==> config.mk <==
export PLATFORM = sky130hd
export DESIGN_NAME = decode
export DESIGN_NICKNAME = d
export VERILOG_FILES = /design/src/rtl/decode.sv
export SDC_FILE = /design/constraint.sdc
export NUM_CORES = 1
export LEC_CHECK = 0
export BUFFER_PORTS_ARGS = -buffer_cell sky130_fd_sc_hd__buf_2
export CAP_MARGIN = 10
export CORE_AREA = 2 2 115 117
export DETAILED_ROUTE_END_ITERATION = 16
export DIE_AREA = 0 0 117 119
export MAX_ROUTING_LAYER = met4
export PLACE_DENSITY = 0.76
export REMOVE_ABC_BUFFERS = 1
export SKIP_CTS_REPAIR_TIMING = 1
export SYNTH_ARGS = -nofsm -noshare
export SYNTH_HDL_FRONTEND = slang
export SYNTH_SLANG_ARGS = --single-unit
export TNS_END_PERCENT = 100
==> constraint.sdc <==
create_clock -name clk -period 2.9 [get_ports clk]
set_input_delay 0.87 -clock clk [delete_from_list [all_inputs] [get_ports clk]]
set_output_delay 0.87 -clock clk [all_outputs]
set_load 0.01 [all_outputs]
==> src/rtl/decode.sv <==
// RV32I decode stage: registers a decoded instruction bundle for execute,
// detects load-use hazards and honours stall/flush from downstream.
module decode #(
    parameter logic RESET_VALID = 1'b0
) (
    input  logic        clk,
    input  logic        reset,
    input  logic [31:0] ir,
    input  logic [31:0] pc1,
    input  logic        in_valid,
    input  logic        stall,
    input  logic        flush,
    output logic        hazard,
    output logic        d_valid,
    output logic [31:0] d_pc,
    output logic [4:0]  d_rs1,
    output logic [4:0]  d_rs2,
    output logic [4:0]  d_rd,
    output logic [31:0] d_imm,
    output logic [3:0]  d_alu_op,
    output logic [2:0]  d_funct3,
    output logic        d_src_a_pc,
    output logic        d_src_b_imm,
    output logic        d_reg_we,
    output logic        d_mem_re,
    output logic        d_mem_we,
    output logic        d_branch,
    output logic        d_jal,
    output logic        d_jalr,
    output logic        d_illegal,
    output logic [31:0] d_count
);

    localparam logic [6:0] OPC_LUI    = 7'b0110111;
    localparam logic [6:0] OPC_AUIPC  = 7'b0010111;
    localparam logic [6:0] OPC_JAL    = 7'b1101111;
    localparam logic [6:0] OPC_JALR   = 7'b1100111;
    localparam logic [6:0] OPC_BRANCH = 7'b1100011;
    localparam logic [6:0] OPC_LOAD   = 7'b0000011;
    localparam logic [6:0] OPC_STORE  = 7'b0100011;
    localparam logic [6:0] OPC_OPIMM  = 7'b0010011;
    localparam logic [6:0] OPC_OP     = 7'b0110011;

    localparam logic [3:0] ALU_ADD   = 4'd0;
    localparam logic [3:0] ALU_SUB   = 4'd1;
    localparam logic [3:0] ALU_SLL   = 4'd2;
    localparam logic [3:0] ALU_SLT   = 4'd3;
    localparam logic [3:0] ALU_SLTU  = 4'd4;
    localparam logic [3:0] ALU_XOR   = 4'd5;
    localparam logic [3:0] ALU_SRL   = 4'd6;
    localparam logic [3:0] ALU_SRA   = 4'd7;
    localparam logic [3:0] ALU_OR    = 4'd8;
    localparam logic [3:0] ALU_AND   = 4'd9;
    localparam logic [3:0] ALU_PASSB = 4'd10;

    function automatic logic [3:0] alu_sel(input logic [2:0] f3, input logic sub_en,
                                           input logic sra_en);
        case (f3)
            3'b000:  return sub_en ? ALU_SUB : ALU_ADD;
            3'b001:  return ALU_SLL;
            3'b010:  return ALU_SLT;
            3'b011:  return ALU_SLTU;
            3'b100:  return ALU_XOR;
            3'b101:  return sra_en ? ALU_SRA : ALU_SRL;
            3'b110:  return ALU_OR;
            default: return ALU_AND;
        endcase
    endfunction

    logic [6:0]  opcode;
    logic [4:0]  rs1, rs2, rd;
    logic signed [31:0] imm_i, imm_s, imm_b, imm_u, imm_j;
    logic signed [31:0] n_imm;
    logic [3:0]  n_alu;
    logic        n_a_pc, n_b_imm, n_we, n_re, n_mwe, n_br, n_jal, n_jalr, n_ill;
    logic        uses_rs1, uses_rs2;

    assign opcode = ir[6:0];
    assign rd     = ir[11:7];
    assign rs1    = ir[19:15];
    assign rs2    = ir[24:20];
    assign imm_i  = {{20{ir[31]}}, ir[31:20]};
    assign imm_s  = {{20{ir[31]}}, ir[31:25], ir[11:7]};
    assign imm_b  = {{20{ir[31]}}, ir[7], ir[30:25], ir[11:8], 1'b0};
    assign imm_u  = {ir[31:12], 12'h000};
    assign imm_j  = {{12{ir[31]}}, ir[19:12], ir[20], ir[30:21], 1'b0};

    always_comb begin
        n_imm    = imm_i;
        n_alu    = ALU_ADD;
        n_a_pc   = 1'b0;
        n_b_imm  = 1'b1;
        n_we     = 1'b0;
        n_re     = 1'b0;
        n_mwe    = 1'b0;
        n_br     = 1'b0;
        n_jal    = 1'b0;
        n_jalr   = 1'b0;
        n_ill    = 1'b0;
        uses_rs1 = 1'b1;
        uses_rs2 = 1'b0;
        // The full 7-bit opcode includes ir[1:0], so compressed encodings fall to default.
        case (opcode)
            OPC_LUI:    begin n_imm = imm_u; n_alu = ALU_PASSB; n_we = 1'b1; uses_rs1 = 1'b0; end
            OPC_AUIPC:  begin n_imm = imm_u; n_a_pc = 1'b1; n_we = 1'b1; uses_rs1 = 1'b0; end
            OPC_JAL:    begin
                n_imm = imm_j; n_a_pc = 1'b1; n_we = 1'b1; n_jal = 1'b1; uses_rs1 = 1'b0;
            end
            OPC_JALR:   begin n_we = 1'b1; n_jalr = 1'b1; end
            OPC_BRANCH: begin
                n_imm = imm_b; n_alu = ALU_SUB; n_b_imm = 1'b0; n_br = 1'b1; uses_rs2 = 1'b1;
            end
            OPC_LOAD:   begin n_we = 1'b1; n_re = 1'b1; end
            OPC_STORE:  begin n_imm = imm_s; n_mwe = 1'b1; uses_rs2 = 1'b1; end
            OPC_OPIMM:  begin n_alu = alu_sel(ir[14:12], 1'b0, ir[30]); n_we = 1'b1; end
            OPC_OP:     begin
                n_alu = alu_sel(ir[14:12], ir[30], ir[30]); n_b_imm = 1'b0; n_we = 1'b1;
                uses_rs2 = 1'b1;
            end
            default:    n_ill = 1'b1;
        endcase
        if (rd == 5'd0) n_we = 1'b0;
    end

    assign hazard = d_valid & d_mem_re & (d_rd != 5'd0) & in_valid &
                    ((uses_rs1 & (rs1 == d_rd)) | (uses_rs2 & (rs2 == d_rd)));

    always_ff @(posedge clk) begin
        if (!reset) begin
            d_valid     <= RESET_VALID;
            d_pc        <= '0;
            d_rs1       <= '0;
            d_rs2       <= '0;
            d_rd        <= '0;
            d_imm       <= '0;
            d_alu_op    <= '0;
            d_funct3    <= '0;
            d_src_a_pc  <= 1'b0;
            d_src_b_imm <= 1'b0;
            d_reg_we    <= 1'b0;
            d_mem_re    <= 1'b0;
            d_mem_we    <= 1'b0;
            d_branch    <= 1'b0;
            d_jal       <= 1'b0;
            d_jalr      <= 1'b0;
            d_illegal   <= 1'b0;
            d_count     <= '0;
        end else if (flush || (!stall && hazard)) begin
            // Kill or bubble: clearing the flags also keeps a stale load from re-triggering hazard.
            d_valid     <= 1'b0;
            d_src_a_pc  <= 1'b0;
            d_src_b_imm <= 1'b0;
            d_reg_we    <= 1'b0;
            d_mem_re    <= 1'b0;
            d_mem_we    <= 1'b0;
            d_branch    <= 1'b0;
            d_jal       <= 1'b0;
            d_jalr      <= 1'b0;
            d_illegal   <= 1'b0;
        end else if (!stall) begin
            d_valid     <= in_valid;
            d_pc        <= pc1;
            d_rs1       <= rs1;
            d_rs2       <= rs2;
            d_rd        <= rd;
            d_imm       <= n_imm;
            d_alu_op    <= n_alu;
            d_funct3    <= ir[14:12];
            d_src_a_pc  <= n_a_pc;
            d_src_b_imm <= n_b_imm;
            d_reg_we    <= n_we;
            d_mem_re    <= n_re;
            d_mem_we    <= n_mwe;
            d_branch    <= n_br;
            d_jal       <= n_jal;
            d_jalr      <= n_jalr;
            d_illegal   <= n_ill;
            if (in_valid) d_count <= d_count + 32'd1;
        end
    end

endmodule

==> flow_summary.yaml <==
run_status:
  run_status: "complete, no violations"
synth:
  synth_most_common_cell: "nand2_1"
  ys_seq_area_share_pct: 45.8
  syn-cell-area_sq_mm: 0.00559
  synth_area_leader_cell: "dfxtp_1"
  yosys-top-cells-count: "140 x nand2_1, 128 x dfxtp_1, 87 x a21oi_1, 56 x nor2_1, 36 x nor3_1"
  yosys-top-cells-area: "dfxtp_1 46%, nand2_1 9.4%, a21oi_1 7.8%, a211oi_1 3.8%, nor2_1 3.8%"
  yosysWarnings: 0
  synth_edf_count: 0
  ys_seq_elements: 128
  synth_area_per_cell_sq_um: 7.95
  synth_cells: 703
  synth.top_cell.area_share_pct: 45.8
  synth-main-ff-cell: "dfxtp_1"
  synth_async_sr_flop_share_pct: 0
  synth.distinct_cells: 52
place:
  place_area_sq_mm: 0.00691
  gp_congestion: 0.974
  place_ws_ps: -31.9
  io_buffers: 197
  place_hpwl_um: 11500
setup_path:
  crit_chain: "buf_2, or3b_1, a21oi_4, nor3_2, nand2_1, o41ai_2, buf_2"
  path_max_fanout: 6
  crit_arrival_ps: 1980
  crit_path_max_incr_delay_ps: 430
  cp_slowest_cell: "or3b_1"
  cp_data_required_time_ps: 2030
  crit_buf_inv: 2
  crit_path_frequent_cell: "buf_2"
  end_kind: "output port"
  crit_type: "primary input to output port"
  start_kind: "primary input"
  cpLargestDelayFamily: "simple AND/OR/NAND/NOR gates"
layout:
  final_layout_size_suffix_gt1_share_pct: 30.9
  area_delta_synth_final_pct: 34.5
  fin_util_pct: 58.4
  nets: 975
  fin_area_sq_mm: 0.00752
  fillCellCount: 1177
grt:
  grt_max_degree: 111
  grt_pass1_vias: 5063
  grt_pass1_wl_um: 25600
  grtUsageTotal_pct: 23.8
  antenna_found_initial: 1
  gr-total-overflow: 0
die:
  die_y_um: 119
  fp.coreArea_sq_mm: 0.0129
  initial_core_util_pct: 43.4
  dieArea_sq_mm: 0.0139
  row_count: 42
  die_x_um: 117
  pin_count: 198
routing:
  vias_per_cell: 5.34
  drc_errors: 0
  vias: 5842
  dr.pass1.iters: 5
  wl_per_cell_um: 14.9
  finalWirelength_um: 16400
  ant_nets: 0
  drt_iter0_markers: 428
power_and_ir_drop:
  pwr_density_cell_mw_per_mm2: 575
  ir_drop_mv: 0.292
  cellLeakagePower_nw: 3.19
  p_total_mw: 4.32
timing:
  post-route-period-util_pct: 98.2
  tightest_slew_ps: 531
  hold_ws_ps: 449
  setup_violations: 0
  max_freq_ghz: 0.351
  drv_slew: 0
  worst_slack_ps: 53.5
  slew_headroom_pct: 64.6
  skew_ps: 7.41
  fin_crit_ps: 2850
  hold_viol: 0
clock_network:
  insertion_delay_ps: 410
  cts_made_buffers: 17
  clk_pin_slew_ps: 60
  tritoncts: "yes"
  cts-htree-levels: 4
  clkSinkCount: 128
  clock_path_buffers: 2
  cts-root-buf: "clkbuf_16"
job:
  drv_cap: 0
worst_hold_path:
  holdCritPathClass: "register to register"
layout make-up:
cell class                      count  area, sq um  share of cell area [%]
Multi-Input combinational cell    517         2820                    37.5
Sequential cell                   128         2560                    34.1
Timing Repair Buffer              235         1320                    17.6
Clock buffer                       17          425                    5.66
Tap cell                          176          220                    2.93
Clock inverter                     15          138                    1.83
Inverter                            6         23.8                   0.316
Antenna cell                        1         2.50                  0.0333
stage by stage:
step	cells	setup TNS, ps
after floorplan	651	-242430
after global placement	1060	0
after detailed placement	1060	-31.9
after CTS	1092	-76.0
after global routing	1095	-18.1
final	1095	0
worst register-to-register path, cell delays in order, from the launching register on:
cell and delay [ps]:
dfxtp_1 540, xnor2_2 180, nand4_1 240, buf_4 220
o41ai_2 410, a21o_4 380, buf_4 320, nand2_1 70
a21oi_1 150
flip-flops by register name, summed over array words and instances (netlist names), 3 cells and up:
signal and flops:
d_rd 5, d_rs1 5, d_pc 32, d_imm 32, d_funct3 3, d_alu_op 4
d_rs2 5, d_count 32
power breakdown:
part	switching (mW)	internal, mW	leakage (nW)
clock	0.822	1.18	0.270
sequential	0.0381	1.82	1.04
combinational	0.268	0.188	1.87
logic make-up (layout without fill, tap and decap cells):
| logic type | count (synthesis) | count (layout) | share of synthesized area (%) |
|---|---|---|---|
| AO/OA/AOI/OAI | 164 | 164 | 18.2 |
| multiplexers | 8 | 8 | 1.43 |
| AND/OR/NAND/NOR | 330 | 330 | 27.7 |
| adder cells (fa/ha/maj) | 1 | 1 | 0.224 |
| flip-flops | 128 | 128 | 45.8 |
| buffers and inverters | 58 | 273 | 4.41 |
| XOR/XNOR | 14 | 14 | 2.19 |
| other | 0 | 1 | 0 |
cell usage in the layout (no fill, tap or decap), drive strengths merged, types with 3 or more instances in the layout:
master    count
buf         235
nand2       140
dfxtp       128
a21oi        88
nor2         57
nor3         37
a211oi       28
nand3        25
clkbuf       17
xnor2        14
nand4        13
o21ai        13
or4          13
o31ai        12
and3         10
clkinv       10
mux2i         8
nand2b        8
or3           7
inv           7
nand3b        4
nor4          4
a32oi         3
clkinvlp      3
o41ai         3
final timing paths:
kind / from / endpoint / slack (ps) / cells past startpoint
setup / recovery: ir[6] / hazard / 50 / 7
hold reg to reg: d_imm[6]$_SDFFE_PN0P_ / d_imm[6]$_SDFFE_PN0P_ / 450 / 2
setup reg to reg: d_rd[3]$_SDFFE_PN0P_ / d_pc[30]$_SDFFE_PN0P_ / 310 / 8
hold / removal: d_imm[6]$_SDFFE_PN0P_ / d_imm[6]$_SDFFE_PN0P_ / 450 / 2
routing by layer:
metal / track usage [%] / wire (um)
met5: - / 0
met4: 7.35 / 201
met3: 6.97 / 1260
met2: 35.3 / 7460
met1: 31.3 / 7440
Note: power is estimated with default switching activity, not from simulation.
